### src/rtl/uart_tx_arbiter.sv
// Round-robin arbiter sharing one uart_tx serializer between N_REQ byte requesters.
// The serializer gives no completion feedback, so each frame is timed locally with a
// down-counter, followed by a short guard gap before the next grant.
//
//  state | meaning
//  IDLE  | waiting for any req_valid; grants on the first edge one is seen
//  HOLD  | frame on the line; tx_data held, counting FRAME_CYCLES down to zero
//  GAP   | guard interval after the frame; counting GUARD_CYCLES down to zero
module uart_tx_arbiter #(
   parameter int N_REQ        = 4,
   parameter int BASE_FREQ    = 50_000_000,
   parameter int BAUDRATE     = 115_200,
   parameter int FRAME_BITS   = 11,
   parameter int GUARD_CYCLES = 2
) (
   input  logic               i_clk,
   input  logic               i_rst_n,
   input  logic [N_REQ-1:0]   i_req_valid,
   input  logic [8*N_REQ-1:0] i_req_data,
   output logic [N_REQ-1:0]   o_req_ack,
   output logic [2:0]         o_grant_id,
   output logic [7:0]         o_tx_data,
   output logic               o_tx_send,
   output logic               o_busy,
   output logic               o_frame_done
);

   localparam int CLKS_PER_BIT = BASE_FREQ / BAUDRATE;
   localparam int FRAME_CYCLES = FRAME_BITS * CLKS_PER_BIT;
   localparam int CNT_MAX      = (FRAME_CYCLES > GUARD_CYCLES) ? FRAME_CYCLES : GUARD_CYCLES;
   localparam int CNT_W        = $clog2(CNT_MAX + 1);

   localparam logic [1:0] S_IDLE = 2'd0;
   localparam logic [1:0] S_HOLD = 2'd1;
   localparam logic [1:0] S_GAP  = 2'd2;

   logic [1:0]       r_state;
   logic [CNT_W-1:0] r_cnt;
   logic [2:0]       r_rr_ptr;
   logic [N_REQ-1:0] r_req_ack;
   logic [2:0]       r_grant_id;
   logic [7:0]       r_tx_data;
   logic             r_tx_send;
   logic             r_busy;
   logic             r_frame_done;

   logic             w_any;
   logic [2:0]       w_win;
   logic [7:0]       w_win_data;
   logic [N_REQ-1:0] w_win_onehot;

   // Pick the first pending requester after the last winner, wrapping modulo N_REQ.
   always_comb begin
      w_any = 1'b0;
      w_win = 3'd0;
      for (int k = 1; k <= N_REQ; k++) begin
         if (!w_any && i_req_valid[(int'(r_rr_ptr) + k) % N_REQ]) begin
            w_any = 1'b1;
            w_win = 3'((int'(r_rr_ptr) + k) % N_REQ);
         end
      end
   end

   // Winner's byte and one-hot acknowledge pattern.
   always_comb begin
      w_win_data   = i_req_data[8*int'(w_win) +: 8];
      w_win_onehot = '0;
      w_win_onehot[w_win] = 1'b1;
   end

   // Sequencer: grant in IDLE, time the frame in HOLD, then the guard gap.
   always_ff @(posedge i_clk or negedge i_rst_n) begin
      if (!i_rst_n) begin
         r_state      <= S_IDLE;
         r_cnt        <= '0;
         r_rr_ptr     <= 3'(N_REQ - 1);
         r_req_ack    <= '0;
         r_grant_id   <= 3'd0;
         r_tx_data    <= 8'd0;
         r_tx_send    <= 1'b0;
         r_busy       <= 1'b0;
         r_frame_done <= 1'b0;
      end else begin
         r_req_ack    <= '0;
         r_tx_send    <= 1'b0;
         r_frame_done <= 1'b0;
         case (r_state)
            S_IDLE: begin
               if (w_any) begin
                  r_req_ack    <= w_win_onehot;
                  r_grant_id   <= w_win;
                  r_rr_ptr     <= w_win;
                  r_tx_data    <= w_win_data;
                  r_tx_send    <= 1'b1;
                  r_cnt        <= CNT_W'(FRAME_CYCLES - 1);
                  r_busy       <= 1'b1;
                  // a one-cycle frame would already be on its last HOLD cycle
                  r_frame_done <= (FRAME_CYCLES == 1);
                  r_state      <= S_HOLD;
               end
            end
            S_HOLD: begin
               if (r_cnt == '0) begin
                  r_cnt   <= CNT_W'(GUARD_CYCLES - 1);
                  r_state <= S_GAP;
               end else begin
                  r_cnt        <= r_cnt - 1'b1;
                  // registered so the pulse lands on the cycle where cnt reads zero
                  r_frame_done <= (r_cnt == CNT_W'(1));
               end
            end
            S_GAP: begin
               if (r_cnt == '0) begin
                  r_busy  <= 1'b0;
                  r_state <= S_IDLE;
               end else begin
                  r_cnt <= r_cnt - 1'b1;
               end
            end
            default: begin
               r_busy  <= 1'b0;
               r_state <= S_IDLE;
            end
         endcase
      end
   end

   assign o_req_ack    = r_req_ack;
   assign o_grant_id   = r_grant_id;
   assign o_tx_data    = r_tx_data;
   assign o_tx_send    = r_tx_send;
   assign o_busy       = r_busy;
   assign o_frame_done = r_frame_done;

endmodule

### config.mk
export PLATFORM = sky130hd
export DESIGN_NAME = uart_tx_arbiter
export DESIGN_NICKNAME = d
export VERILOG_FILES = /design/src/rtl/uart_tx_arbiter.sv
export SDC_FILE = /design/constraint.sdc
export NUM_CORES = 1
export LEC_CHECK = 0
export ABC_AREA = 1
export CORE_UTILIZATION = 35
export DETAILED_ROUTE_END_ITERATION = 12
export GPL_ROUTABILITY_DRIVEN = 1
export GPL_TIMING_DRIVEN = 0
export PLACE_DENSITY = 0.72
export SLEW_MARGIN = 10
export SYNTH_ARGS = -nofsm -noshare
export SYNTH_HDL_FRONTEND = slang
export SYNTH_SLANG_ARGS = --single-unit
### constraint.sdc
create_clock -name i_clk -period 1.75 [get_ports i_clk]
set_input_delay 0.4375 -clock i_clk [delete_from_list [all_inputs] [get_ports i_clk]]
set_output_delay 0.4375 -clock i_clk [all_outputs]
set_load 0.01 [all_outputs]
# Word-level counts from Yosys, hierarchy flattened
# Cells that the tools add are included.
[totals] regBits=35 output_inout_bits=18 elab_cells=90 in_bits=38
[classes] bitwise_logic=5 order_cmp=6 mux=39 shifts=1 n_reduce_logical=18 eq_ne=7 n_addsub=5
[op_table] op="2-to-1 mux 13 bit" count=3
[op_table] op="one-hot mux 13 bit (3 select lines)" count=1
[op_table] op="indexed part select 32 x 7 -> 8 bit" count=1
[op_table] op="2-to-1 mux 1 bit" count=19
[op_table] op="less-than comparator 3 x 4 -> 1 bit (second input constant)" count=4
[op_table] op="== test 13 x 1 -> 1 bit (second input constant)" count=1
[op_table] op="zero test 13 bit" count=1
[op_table] op="subtractor 13 x 1 -> 13 bit (second input constant)" count=1
[op_table] op="2-to-1 mux 3 bit" count=4
[op_table] op="AND reduction 3 bit" count=3
[op_table] op="binary-select mux 1 bit (select 2 bit)" count=4
[op_table] op="2-to-1 mux 4 bit" count=2
[op_table] op="!= test 2 bit (second input constant)" count=4
[op_table] op="OR reduction 2 bit" count=4
[op_table] op="2-to-1 mux 2 bit" count=3
[op_table] op="one-hot mux 2 bit (3 select lines)" count=1
[op_table] op="adder 2 x 1 -> 2 bit (second input constant)" count=2
[op_table] op="adder 2 bit (second input constant)" count=2
[op_table] op="bitwise AND 1 bit (first input constant)" count=4
[op_table] op="logical AND 1 bit" count=4
[op_table] op=">= comparator 3 x 1 -> 1 bit (second input constant)" count=1
[op_table] op="zero test 1 bit" count=3
[op_table] op="less-than comparator 3 bit (second input constant)" count=1
[op_table] op="one-hot mux 1 bit (3 select lines)" count=1
[op_table] op="other kinds (7)" count=7

# Longest topological paths before layout
# Gate-level depths: netlist of the first run.
[logic_depth] ltp_word=22 mapped_depth=17 depth_no_buf=15

# Worst setup path after synthesis of the first run
# No wires, ideal clock.
[synth_timing] path_kind="reg-to-reg" start="register r_rr_ptr[0]" end="register r_tx_data[0] (netlist: o_tx_data[0])" path_stages_with_launch=15 required_ns=1.626 arrival_ns=1.776 setup_ns=0.124 path_slack_ns=-0.150 n_path_buf=2 cell_sequence="dfstp_2 buf_6 inv_8 nand2_1 nand2_2 nand2_2 nand2_2 nor2_4 nand3_2 nand3_2 nand2_2 buf_6 or2_1 nand3_1 nand3_1"
[synth_via] elab_chain_cells=15
[synth_rtl] element="start, declared" line_no="39" source="logic [2:0] r_rr_ptr;"
[synth_rtl] element="start signal, assigned" line_no="76" source="r_rr_ptr <= 3'(N_REQ - 1);"
[synth_rtl] element="start signal, assigned" line_no="92" source="r_rr_ptr <= w_win;"
[synth_rtl] element="adder 2 x 1 -> 2 bit" line_no="57, 59"
[synth_rtl] element="binary-select mux 1 bit (select 2 bit)" line_no="57" source="if (!w_any && i_req_valid[(int'(r_rr_ptr) + k) % N_REQ]) begin"
[synth_rtl] element="2-to-1 mux 1 bit (not written as such) (2 in series)" line_no="57"
[synth_rtl] element="2-to-1 mux 1 bit" line_no="57"
[synth_rtl] element="zero test 1 bit" line_no="57"
[synth_rtl] element="logical AND 1 bit" line_no="57"
[synth_rtl] element="2-to-1 mux 1 bit" line_no="57"
[synth_rtl] element="zero test 1 bit" line_no="57"
[synth_rtl] element="logical AND 1 bit" line_no="57"
[synth_rtl] element="2-to-1 mux 1 bit" line_no="57"
[synth_rtl] element="zero test 1 bit" line_no="57"
[synth_rtl] element="logical AND 1 bit" line_no="57"
[synth_rtl] element="2-to-1 mux 3 bit or 2-to-1 mux 1 bit (tied branches)" line_no="57"
[synth_rtl] element="indexed part select 32 x 7 -> 8 bit or AND reduction 2 bit (tied branches)"
[synth_rtl] element="end signal, assigned" line_no="93" source="r_tx_data <= w_win_data;"
[synth_rtl] element="end, declared" line_no="42" source="logic [7:0] r_tx_data;"
# Parallel ways exist; a longest one is shown, timed or not. The select of a mux whose other input is x is not followed.
# A chain may end at the register's enable or synchronous reset.

# Worst setup path after layout of the first run
[layout_timing] start="register r_rr_ptr[1]" end="register r_tx_data[6] (netlist: o_tx_data[6])"
# Same word-level chain as after synthesis.

==> metrics.md, run 1 <==
| Metric | Value |
|---|---|
| Status | `complete, but fails checks` |
| Failing checks | `setup timing` |
| Syn Inst Count | `317` |
| Final hold vios | `0` |
| Critical path required time | `1930 ps` |
| CP Max Fanout | `6` |
| Syn_nets | `about 360` |
| Synthesized area | `2280 um^2` |
| RSZ-0062 raised after global routing | `yes` |
| Fmax | `478 MHz` |
| Core area | `between 6000 and 7000 um^2` |
| Simple-gate share of the synthesized area | `37.8%` |
| Layout fillers | `578` |
| Worst-margin pin slew | `769 ps` |
| CTS tree | `yes` |
| Period minus WS final | `2090 ps` |
| GRT Resource Usage Total | `19.2%` |
| Lkg Pwr | `1.69 nW` |
| Relative slew slack | `between 40% and 50%` |
| Worst setup SP type | `flop` |
| Clock-pin slew on the worst setup and hold paths | `70 ps` |
| Routed vias/inst | `4.83` |
| Routed WL | `6.09 mm` |
| Xor and xnor area share after synthesis | `between 1.5 and 2%` |
| DRC errors left | `0` |
| Power Density | `2190 nW/um^2` |
| Crit end category | `flop` |
| Share of layout cells above drive strength 1 | `a little under a quarter` |
| Row count | `29` |
| Fin area | `3480 um^2` |
| Distinct cell type count after synthesis | `32` |
| Worst setup path class | `reg -> reg` |
| Global-route wire length before repair | `9.85 mm` |
| Flip-flop and latch count after synthesis | `34` |
| NumNets Final | `around 450` |
| Final std cells w/o fill | `478` |
| Max IR drop VDD | `1050 uV` |
| Total die area | `6840 um^2` |
| Register area share after synthesis | `37.4%` |
| Largest net degree at the start of global routing | `35` |
| Mux contribution to synthesized area | `0%` |
| Complex-gate fraction of the synthesized area | `6.47%` |
| Root buf cell | `clkbuf_8` |
| Share of the synthesized area in the top cell type | `35.1%` |
| # IOs | `between 50 and 60` |
| Area Overhead vs Synth | `52.6%` |
| Yosys top cell by area | `dfrtp_1` |
| Clock Path Buffers | `2` |
| Adder-cell share of the synthesized area | `3.84%` |
| Die H | `82.7 um` |
| Htree depth | `2` |
| Most frequent cells in the layout | `nand2_1 (68), clkdlybuf4s50_1 (53), inv_1 (49), nand3_1 (32), dfrtp_1 (32)` |
| Most common cell after layout, fill and taps aside | `nand2_1` |
| Max-Cap Viols | `0` |
| ANT nets after route | `0` |
| Routed len/inst | `roughly 13 um` |
| Port bufs | `54` |
| Worst clock skew | `3.23 ps` |
| Starting Density | `36.1%` |
| Grt total ovfl | `0` |
| Worst EP arrival | `roughly 2300 ps` |
| Via count of the first global-routing pass | `2183` |
| Die Width | `roughly 83 um` |
| Final Cycle Share | `119%` |
| Main combinational cell family by area after synthesis | `simple AND/OR/NAND/NOR gates` |
| Placed Area | `2920 um^2` |
| Initial antenna violation count | `0` |
| Worst Slack Setup Final | `-341 ps` |
| Drt first pass iters | `4` |
| Number of CTS-inserted buffers | `5` |
| Ys Warns | `0` |
| Post-DP HPWL | `3.97 mm` |
| Clock sink total | `34` |
| Syn Area/Cell | `7.20 um^2` |
| Hold Crit Class | `in -> async` |
| Placed cells | `448` |
| Max Slew Vio Count | `0` |
| Vias post-DR | `2308` |
| RePlAce Congestion | `roughly 0.83` |
| DR iter-0 viols | `roughly 110` |
| Ant. Diodes | `0` |
| Final setup viols | `33` |
| Skew-Pair Late Insertion Delay | `around 290 ps` |
| Synth area leaders | `dfrtp_1 (35%), nand2_1 (14%), inv_1 (8.6%), nand3_1 (7.9%), ha_1 (3.8%)` |
==> power breakdown <==
group,internal [mW],switching (mW)
logic,2.64,3.00
registers,1.15,0.245
clock network,0.276,0.304
total,4.06,3.55
==> layer usage <==
layer	wire (um)	vias to the layer above	global-route usage [%]	share of wire, %
met1	2510	1074	22.2	41
met2	3150	60	34.3	52
li1	-	1162	-	-
met3	290	12	4.29	4.8
met4	136	0	7.07	2.2
met5	0	-	0	0
==> flip-flops by register name (all words and copies together) (netlist names) <==
name          flops
o_busy            1
o_grant_id        2
o_tx_send         1
r_rr_ptr          2
r_state           2
o_req_ack         4
o_tx_data         8
o_frame_done      1
r_cnt            13
==> cells in the mapped netlist (all sizes together) <==
master / instances
conb: 1
dfstp: 2
o21bai: 1
nor2: 21
nand3: 39
a22oi: 4
buf: 7
o31ai: 1
a21oi: 7
nor3b: 4
dfrtp: 32
or2: 10
o21ai: 12
o21a: 1
nor3: 7
ha: 7
nand2: 97
xor2: 4
nand4: 5
inv: 55
==> critical path: stages, from the launching register on <==
cell and delay [ps]:
dfstp_2 610, inv_2 100, nand2_1 90, nand2_2 60, nand2_2 90, nand2_4 60, nor2_4 140, nand3_4 120
nand3_4 120, nand2_4 80, buf_6 140, or2_1 210, nand3_1 70, nand3_1 70
==> path summary, 6_finish.rpt <==
kind	endpoint	cells past startpoint	slack, ps	from
setup / recovery	o_tx_data[6]	13	-340	r_rr_ptr[1]
hold / removal	r_cnt[0]	1	210	i_rst_n
setup reg to reg	o_tx_data[6]	13	-340	r_rr_ptr[1]
hold reg to reg	o_busy	2	500	o_busy
max in group asynchronous	r_cnt[8]	1	1050	i_rst_n
min in group i_clk	o_busy	2	500	o_busy
==> final cells by class <==
class                   instances  area, um^2  area share, %
clock buffers                   6        72.6           2.08
multi-input cells             221        1340           38.4
clock inverters                 2        10.0          0.288
inverters                      55         226           6.51
well taps                      77        96.3           2.77
flip-flops and latches         34         853           24.5
plain buffers                   7        87.6           2.52
repair buffers                 76         797           22.9
==> cells by family after synthesis <==
logic type               after synthesis
buffers and inverters                 62
AO/OA/AOI/OAI                         26
adder cells (fa/ha/maj)                7
flip-flops                            34
other                                  1
XOR/XNOR                               4
AND/OR/NAND/NOR                      183
==> stage by stage <==
stage / setup WS, ps / util (%) / power, mW / hold WS (ps) / TNS [ps]
global placement: -639 / 46.4 / 5.21 / 481 / -33440
finish: -341 / 55.1 / 7.61 / 208 / -8690
global route: -457 / 55.1 / 8.23 / 292 / -12680
detailed placement: -670 / 46.3 / 5.31 / 479 / -18400
floorplan: -144 / - / 4.20 / 142 / -1850
CTS: -285 / 51.7 / 6.75 / 235 / -6140
==> timing repair <==
item                                    CTS  global route
hold buffers                              0             0
endpoints found under the setup margin   33            33
buffers inserted                         12             6
pin swaps                                 5             3
cloned                                    3             1
resized for setup                        29            39
hold endpoints to repair                  0             0
Note: power is estimated with default switching activity, not from simulation.
==> run 2, diff against run 1 <==
- ABC_AREA: 1 -> unset
- PLACE_DENSITY: 0.72 -> 0.73
==> run 2 against run 1 <==
Net effect: the run still ends with setup timing left; non-clock buffer count is 12 higher; die area is 8.1% lower; via count is 9.1% lower; critical path depth is 7 lower; clock skew hardly changed; power is 27% lower; design area is 0.22% lower; combinational power is 43% lower; global-route usage is 0.54 points higher; core utilization is 6.4 points higher; critical path type unchanged; largest cell class unchanged.
==> metrics.md, run 2 <==
| Metric | Value |
|---|---|
| Setup TNS | `-554 ps (+8130 ps)` |
| Die Width | `79.3 um (-4.2%)` |
| CP Max Fanout | `5 (-1)` |
| CTS tree | `yes` |
| Global-route wire length before repair | `9.58 mm (-2.7%)` |
| Layout fillers | `439 (-24%)` |
| Share of layout cells above drive strength 1 | `40.1% (+16 points)` |
| Syn_nets | `261 (-28%)` |
| Max Slew Vio Count | `0 (unchanged)` |
| Starting Density | `37.1% (+0.93 points)` |
| Port bufs | `54 (unchanged)` |
| Via count of the first global-routing pass | `2033 (-6.9%)` |
| Mux contribution to synthesized area | `4.31% (+4.3 points)` |
| Most common cell after layout, fill and taps aside | `clkdlybuf4s50_1` |
| Max IR drop VDD | `713 uV (-32%)` |
| Skew-Pair Late Insertion Delay | `290 ps (about the same)` |
| Synth area leaders | `dfrtp_1 (38%), a211oi_1 (4.7%), nor2_1 (4.5%), mux2i_1 (4.3%), ha_1 (4.2%)` |
| Crit end category | `flop` |
| Status | `complete, but fails checks` |
| Reg2Reg Launch Point | `r_cnt[5]` |
| Grt total ovfl | `0 (unchanged)` |
| Xor and xnor area share after synthesis | `1.26% (-0.28 points)` |
| Distinct cell type count after synthesis | `52 (+63%)` |
| Relative slew slack | `48.4% (-0.33 points)` |
| Register area share after synthesis | `40.8% (+3.4 points)` |
| Clock-pin slew on the worst setup and hold paths | `80 ps (about the same)` |
| Htree depth | `2 (unchanged)` |
| Most flop-heavy register | `r_cnt` |
| CP Capture Point | `r_cnt[12]` |
| RSZ-0062 raised after global routing | `yes` |
| Share of the synthesized area in the top cell type | `38.3% (+3.2 points)` |
| # IOs | `56 (unchanged)` |
| Final hold vios | `0 (unchanged)` |
| Syn Area/Cell | `9.68 um^2 (+35%)` |
| Complex-gate fraction of the synthesized area | `23.1% (+17 points)` |
| NumNets Final | `351 (-21%)` |
| Worst reg2reg setup slack | `-100 ps (+240 ps)` |
| Ant. Diodes | `0 (unchanged)` |
| Post-synth ARST share | `100% (unchanged)` |
| Vias post-DR | `2098 (-9.1%)` |
| R2r worst-path depth | `6 (-7)` |
| Max-Cap Viols | `0 (unchanged)` |
| Hold Crit Class | `in -> async` |
| Routed WL | `6.36 mm (+4.4%)` |
| Largest net degree at the start of global routing | `35 (unchanged)` |
| Core area | `5640 um^2 (-11%)` |
| Lkg Pwr | `1.40 nW (-17%)` |
| Area Overhead vs Synth | `66.1%` |
| Worst setup SP type | `flop` |
| Number of CTS-inserted buffers | `5 (unchanged)` |
| Commonest register cell after synthesis | `dfrtp_1` |
| Synth cell count leaders | `dfrtp_1 (32), nor2_1 (25), a211oi_1 (13)` |
| Worst Slack Setup Final | `-103 ps (+238 ps)` |
| Routed vias/inst | `5.54 (+15%)` |
| Final Cycle Share | `106% (-14 points)` |
| Total power | `5.56 mW (-27%)` |
| R2r endpoint | `r_cnt[12]` |
| Hold_buf cts | `0 (unchanged)` |
| DRC errors left | `0 (unchanged)` |
| Initial antenna violation count | `0 (unchanged)` |
| Failing checks | `setup timing` |
| GRT Resource Usage Total | `19.7% (+0.54 points)` |
| Root buf cell | `clkbuf_8` |
| Routed len/inst | `16.8 um (+32%)` |
| Power Density | `1600 nW/um^2 (-27%)` |
| Clock Path Buffers | `2 (unchanged)` |
| Flip-flop and latch count after synthesis | `34 (unchanged)` |
| EDFF count, synth | `0 (unchanged)` |
| Synthesized area | `2090 um^2 (-8.3%)` |
| Main combinational cell family by area after synthesis | `compound AO/OA/AOI/OAI gates` |
| Fmax | `540 MHz (+13%)` |
| Adder-cell share of the synthesized area | `4.19% (+0.35 points)` |
| Ys Warns | `0 (unchanged)` |
| Clock sink total | `34 (unchanged)` |
| Critical path required time | `1920 ps (about the same)` |
| Die H | `79.3 um (-4.2%)` |
| Number of flip-flops in the largest register | `13 (unchanged)` |
| Total die area | `6290 um^2 (-8.1%)` |
| Placed Area | `2730 um^2 (-6.8%)` |
| CP Launch Point | `r_cnt[5]` |
| Post-DP HPWL | `3.71 mm (-6.5%)` |
| Worst setup path class | `reg -> reg` |
| Simple-gate share of the synthesized area | `20.6% (-17 points)` |
| RePlAce Congestion | `0.794 (-4.6%)` |
| Final setup viols | `11 (-67%)` |
| Fin area | `3470 um^2 (-0.22%)` |
| Worst EP arrival | `2030 ps (-240 ps)` |
| Drt first pass iters | `4 (unchanged)` |
| Period minus WS final | `1850 ps (-238 ps)` |
| DR iter-0 viols | `195 (+81%)` |
| Syn Inst Count | `216 (-32%)` |
| Most frequent cells in the layout | `clkdlybuf4s50_1 (49), buf_4 (31), dfrtp_1 (29), nor2_1 (19), a211oi_2 (10)` |
| Row count | `27 (-6.9%)` |
| ANT nets after route | `0 (unchanged)` |
| Count leader, synth | `dfrtp_1` |
| Yosys top cell by area | `dfrtp_1` |
| Worst-margin pin slew | `774 ps (+5.02 ps)` |
| Worst clock skew | `3.70 ps (+0.469 ps)` |
==> run 2: changes by cell type after synthesis, moves of 9 or more <==
cell / previous run / this run
nand3_1: 36 / 2
mux2i_1: 0 / 9
nand2_1: 83 / 6
or2_1: 9 / 0
a211oi_1: 0 / 13
inv_1: 52 / 10
nand2_2: 14 / 0
==> run 2: per-layer routing <==
| metal | share of wire, % | vias up | routed length, um | global-route usage, % |
|---|---|---|---|---|
| li1 | - | 972 | - | - |
| met1 | 40 | 1006 | 2550 | 24.2 |
| met2 | 50 | 100 | 3190 | 32.7 |
| met3 | 6.9 | 20 | 437 | 5.17 |
| met4 | 2.8 | 0 | 178 | 8.00 |
| met5 | 0 | - | 0 | 0 |
==> run 2: critical path: stages, from the launching register on <==
cell and delay [ps]:
dfrtp_2 450, nor4_4 390, nand4_2 180, a21oi_4 240, buf_6 160, o21ai_2 70, a22o_1 230
==> run 2: what timing repair did <==
action,CTS,global route
hold endpoints to repair,0,0
pin swaps,25,26
gates cloned,1,2
endpoints found under the setup margin,29,27
resized for setup,47,51
buffers inserted,19,11
==> run 2: cell type report <==
cell class / instances / area [um^2] / area share, %
tap: 72 / 90.1 / 2.59
inverter: 11 / 41.3 / 1.19
sequential: 34 / 857 / 24.7
clock inverter: 3 / 68.8 / 1.98
timing repair buffer: 87 / 791 / 22.8
clock buffer: 5 / 68.8 / 1.98
buffer: 8 / 85.1 / 2.45
multi-input combinational: 159 / 1470 / 42.4
==> run 2: how the worst min path moves through the flow <==
stage,slack (ps),start,endpoint
after global routing,270,i_rst_n,o_grant_id[1]
after CTS,240,i_rst_n,o_req_ack[2]
final,220,i_rst_n,r_cnt[3]
after detailed placement,490,o_grant_id[1],o_grant_id[1]
after floorplan,140,i_rst_n,o_busy
after global placement,470,o_grant_id[1],o_grant_id[1]
==> run 2: where the power goes <==
part           total, mW  leakage [nW]  switching, mW  internal (mW)
sequential          1.44         0.409          0.324           1.12
clock              0.896        0.0683          0.325          0.571
combinational       3.23         0.920           1.57           1.66
total               5.56          1.40           2.22           3.35
==> run 2: per-stage QoR <==
stage	instances	setup WS (ps)	hold WS (ps)	util, %
after floorplan	216	6.26	142	-
after global placement	342	-662	474	48.4
after detailed placement	342	-701	485	48.3
after CTS	369	-60.2	243	56.9
after global routing	379	-179	271	61.6
final	379	-103	221	61.6
==> run 2: kinds of logic after synthesis <==
family,count (synthesis)
DFF,34
and+or+nand+nor,73
xor gates and xnor gates,3
muxes,9
buffers and inverters,23
other,1
adders and majority gates,7
AOI/OAI and AO/OA,66
==> run 3, diff against run 2 <==
- GPL_TIMING_DRIVEN: 0 -> unset
==> run 3 against run 2 <==
Net effect: the flow still finishes with violations (setup timing); core utilization shrank 0.78 points; first-iteration DRC count shrank 39%; register-to-register slack gained 40 ps; sequential share of layout area grew 0.28 points; maximum frequency grew 2.5%; setup slack gained 45 ps; clock-buffer cell count grew 2; largest cell class unchanged.
==> metrics.md, run 3 (synthesized netlist as in run 2, its figures left out) <==
| Metric | Value |
|---|---|
| Status | `complete, but fails checks` |
| Failing checks | `setup timing` |
| Register area | `856 um^2 (-0.15%)` |
| Max Slew Vio Count | `0 (unchanged)` |
| RSZ-0062 raised after global routing | `yes` |
| Most frequent cells in the layout | `buf_4 (52), clkdlybuf4s50_1 (50), dfrtp_1 (30), nor2_1 (21)` |
| Core area | `5640 um^2 (unchanged)` |
| Total power | `5.24 mW (-5.8%)` |
| Number of flip-flops in the largest register | `13 (unchanged)` |
| Vias post-DR | `2089 (-0.43%)` |
| Drt first pass iters | `4 (unchanged)` |
| Metal2 WL | `3.00 mm (-6.1%)` |
| DRC errors left | `0 (unchanged)` |
| Worst path bufs/invs | `1 (unchanged)` |
| Crit-path cells | `nor4_4 > nand4_2 > a21oi_2 > buf_6 > nor2_4 > a221o_1` |
| Clock Path Buffers | `2 (unchanged)` |
| Root buf cell | `clkbuf_8` |
| Met1 wire length | `2.49 mm (-2.3%)` |
| Max stage delay on crit path | `430 ps (-20 ps)` |
| Most flop-heavy register | `r_cnt` |
| Fmax | `553 MHz (+2.5%)` |
| Number of CTS-inserted buffers | `5 (unchanged)` |
| NumNets Final | `369 (+5.1%)` |
| Initial antenna violation count | `0 (unchanged)` |
| Period minus WS final | `1810 ps (-44.9 ps)` |
| Post-DP HPWL | `4.05 mm (+9.0%)` |
| Clock-pin slew on the worst setup and hold paths | `70 ps (about the same)` |
| Skew-Pair Late Insertion Delay | `290 ps (about the same)` |
| RePlAce Congestion | `0.892 (+12%)` |
| Worst hold stages | `2` |
| Area occupied by multi-input gates | `1340 um^2 (-9.2%)` |
| R2r worst-path depth | `6 (unchanged)` |
| Worst clock skew | `4.47 ps (+0.765 ps)` |
| Max-Cap Viols | `0 (unchanged)` |
| Reg2Reg Launch Point | `r_cnt[4]` |
| Row count | `27 (unchanged)` |
| Worst EP arrival | `1970 ps (-60 ps)` |
| Global-route wire length before repair | `10.0 mm (+4.7%)` |
| Most common cell after layout, fill and taps aside | `buf_4` |
| GRT Resource Usage Total | `20.2% (+0.50 points)` |
| Grt total ovfl | `0 (unchanged)` |
| Crit end category | `flop` |
| Routed len/inst | `15.0 um (-11%)` |
| Setup TNS | `-101 ps (+452 ps)` |
| Critical path required time | `1920 ps (about the same)` |
| Die Width | `79.3 um (unchanged)` |
| Critical Path Slowest Stage Cell | `dfrtp_2` |
| CTS tree | `yes` |
| WL met3 | `351 um (-20%)` |
| Worst Hold End | `o_grant_id[1]` |
| Final setup viols | `3 (-8)` |
| Area Overhead vs Synth | `64.0%` |
| Routed vias/inst | `5.26 (-4.9%)` |
| Worst Slack Setup Final | `-57.9 ps (+44.9 ps)` |
| R2r endpoint | `r_cnt[4]` |
| Die H | `79.3 um (unchanged)` |
| Ant. Diodes | `0 (unchanged)` |
| Htree depth | `2 (unchanged)` |
| # IOs | `56 (unchanged)` |
| Worst reg2reg setup slack | `-60 ps (+40 ps)` |
| Worst setup SP type | `flop` |
| Highest Signal Layer | `met4` |
| Layout fillers | `454 (+3.4%)` |
| CP Max Fanout | `5 (unchanged)` |
| CP delay by family, top | `simple AND/OR/NAND/NOR gates` |
| Largest net degree at the start of global routing | `35 (unchanged)` |
| DR iter-0 viols | `119 (-39%)` |
| Hold Crit Class | `reg -> reg` |
| Power Density | `1530 nW/um^2 (-4.6%)` |
| Share of layout cells above drive strength 1 | `37.5% (-2.5 points)` |
| Port bufs | `54 (unchanged)` |
| Worst hold path startpoint | `o_grant_id[1]` |
| Lkg Pwr | `1.46 nW (+4.4%)` |
| Final hold vios | `0 (unchanged)` |
| Total die area | `6290 um^2 (unchanged)` |
| Starting Density | `37.1% (unchanged)` |
| Worst setup path class | `reg -> reg` |
| Via count of the first global-routing pass | `2244 (+10%)` |
| ANT nets after route | `0 (unchanged)` |
| Max IR drop VDD | `659 uV (-7.6%)` |
| Final Cycle Share | `103% (-2.6 points)` |
| Routed WL | `5.94 mm (-6.6%)` |
| Clock sink total | `34 (unchanged)` |
run 3: changes by cell type in the layout (fill, tap and decap cells not counted), moves of 3 or more:
cell	delta
ha_2	+3
mux2i_1	+4
buf_4	+21
nor3_1	+3
mux2i_2	-5
inv_1	+3
inv_2	-3
run 3: area by class of cell:
cell class	count	area share (%)
clock buffer	7	2.52
clock inverter	1	0.146
inverter	11	1.20
multi-input combinational	159	39.0
sequential	34	25.0
tap	72	2.63
timing repair buffer	113	29.6
run 3: metal layers:
layer / track usage [%] / vias up
li1: - / 1009
met1: 24.5 / 987
met2: 34.7 / 80
met3: 4.94 / 13
met4: 7.09 / 0
met5: 0 / -
run 3: metrics by stage:
| step | hold slack [ps] | cells | setup slack, ps | cell area [um^2] | util (%) |
|---|---|---|---|---|---|
| 2_1_floorplan | 142 | 216 | 6.26 | 2100 | - |
| 3_3_place_gp | 473 | 376 | -649 | 3010 | 53.4 |
| 3_5_place_dp | 475 | 376 | -788 | 3010 | 53.4 |
| 4_1_cts | 491 | 393 | 2.14 | 3250 | 57.7 |
| 5_1_grt | 510 | 397 | -129 | 3430 | 60.8 |
| 6_report | 491 | 397 | -57.9 | 3430 | 60.8 |
run 3: worst max-delay path by stage:
stage | startpoint | end | slack [ps] | depth (start not counted)
4_1_cts | r_cnt[3] | r_cnt[4] | 2 | 7
6_report | r_cnt[4] | r_cnt[4] | -60 | 6
5_1_grt | r_cnt[4] | r_cnt[2] | -130 | 7
3_5_place_dp | i_req_valid[0] | o_tx_data[2] | -790 | 6
2_1_floorplan | r_cnt[0] | r_cnt[8] | 6 | 7
3_3_place_gp | i_req_valid[0] | o_tx_data[1] | -650 | 6
run 3: power by group:
group | internal (mW) | switching, mW | leakage (nW)
Combinational | 1.76 | 1.51 | 1.00
Sequential | 1.12 | 0.256 | 0.410
Clock | 0.317 | 0.287 | 0.0482
Total | 3.19 | 2.05 | 1.46
run 3: timing repair:
action | in CTS | in global routing
endpoints found under the setup margin | 30 | 23
resized for setup | 22 | 37
pin swaps | 10 | 19
setup buffers | 9 | 4
hold buffers | 0 | 0
cloned | 0 | 0
run 3: worst min-delay path, stage by stage, from the launching register on:
cell,delay [ps]
dfrtp_1,350
nand2_1,60
nand2_1,50
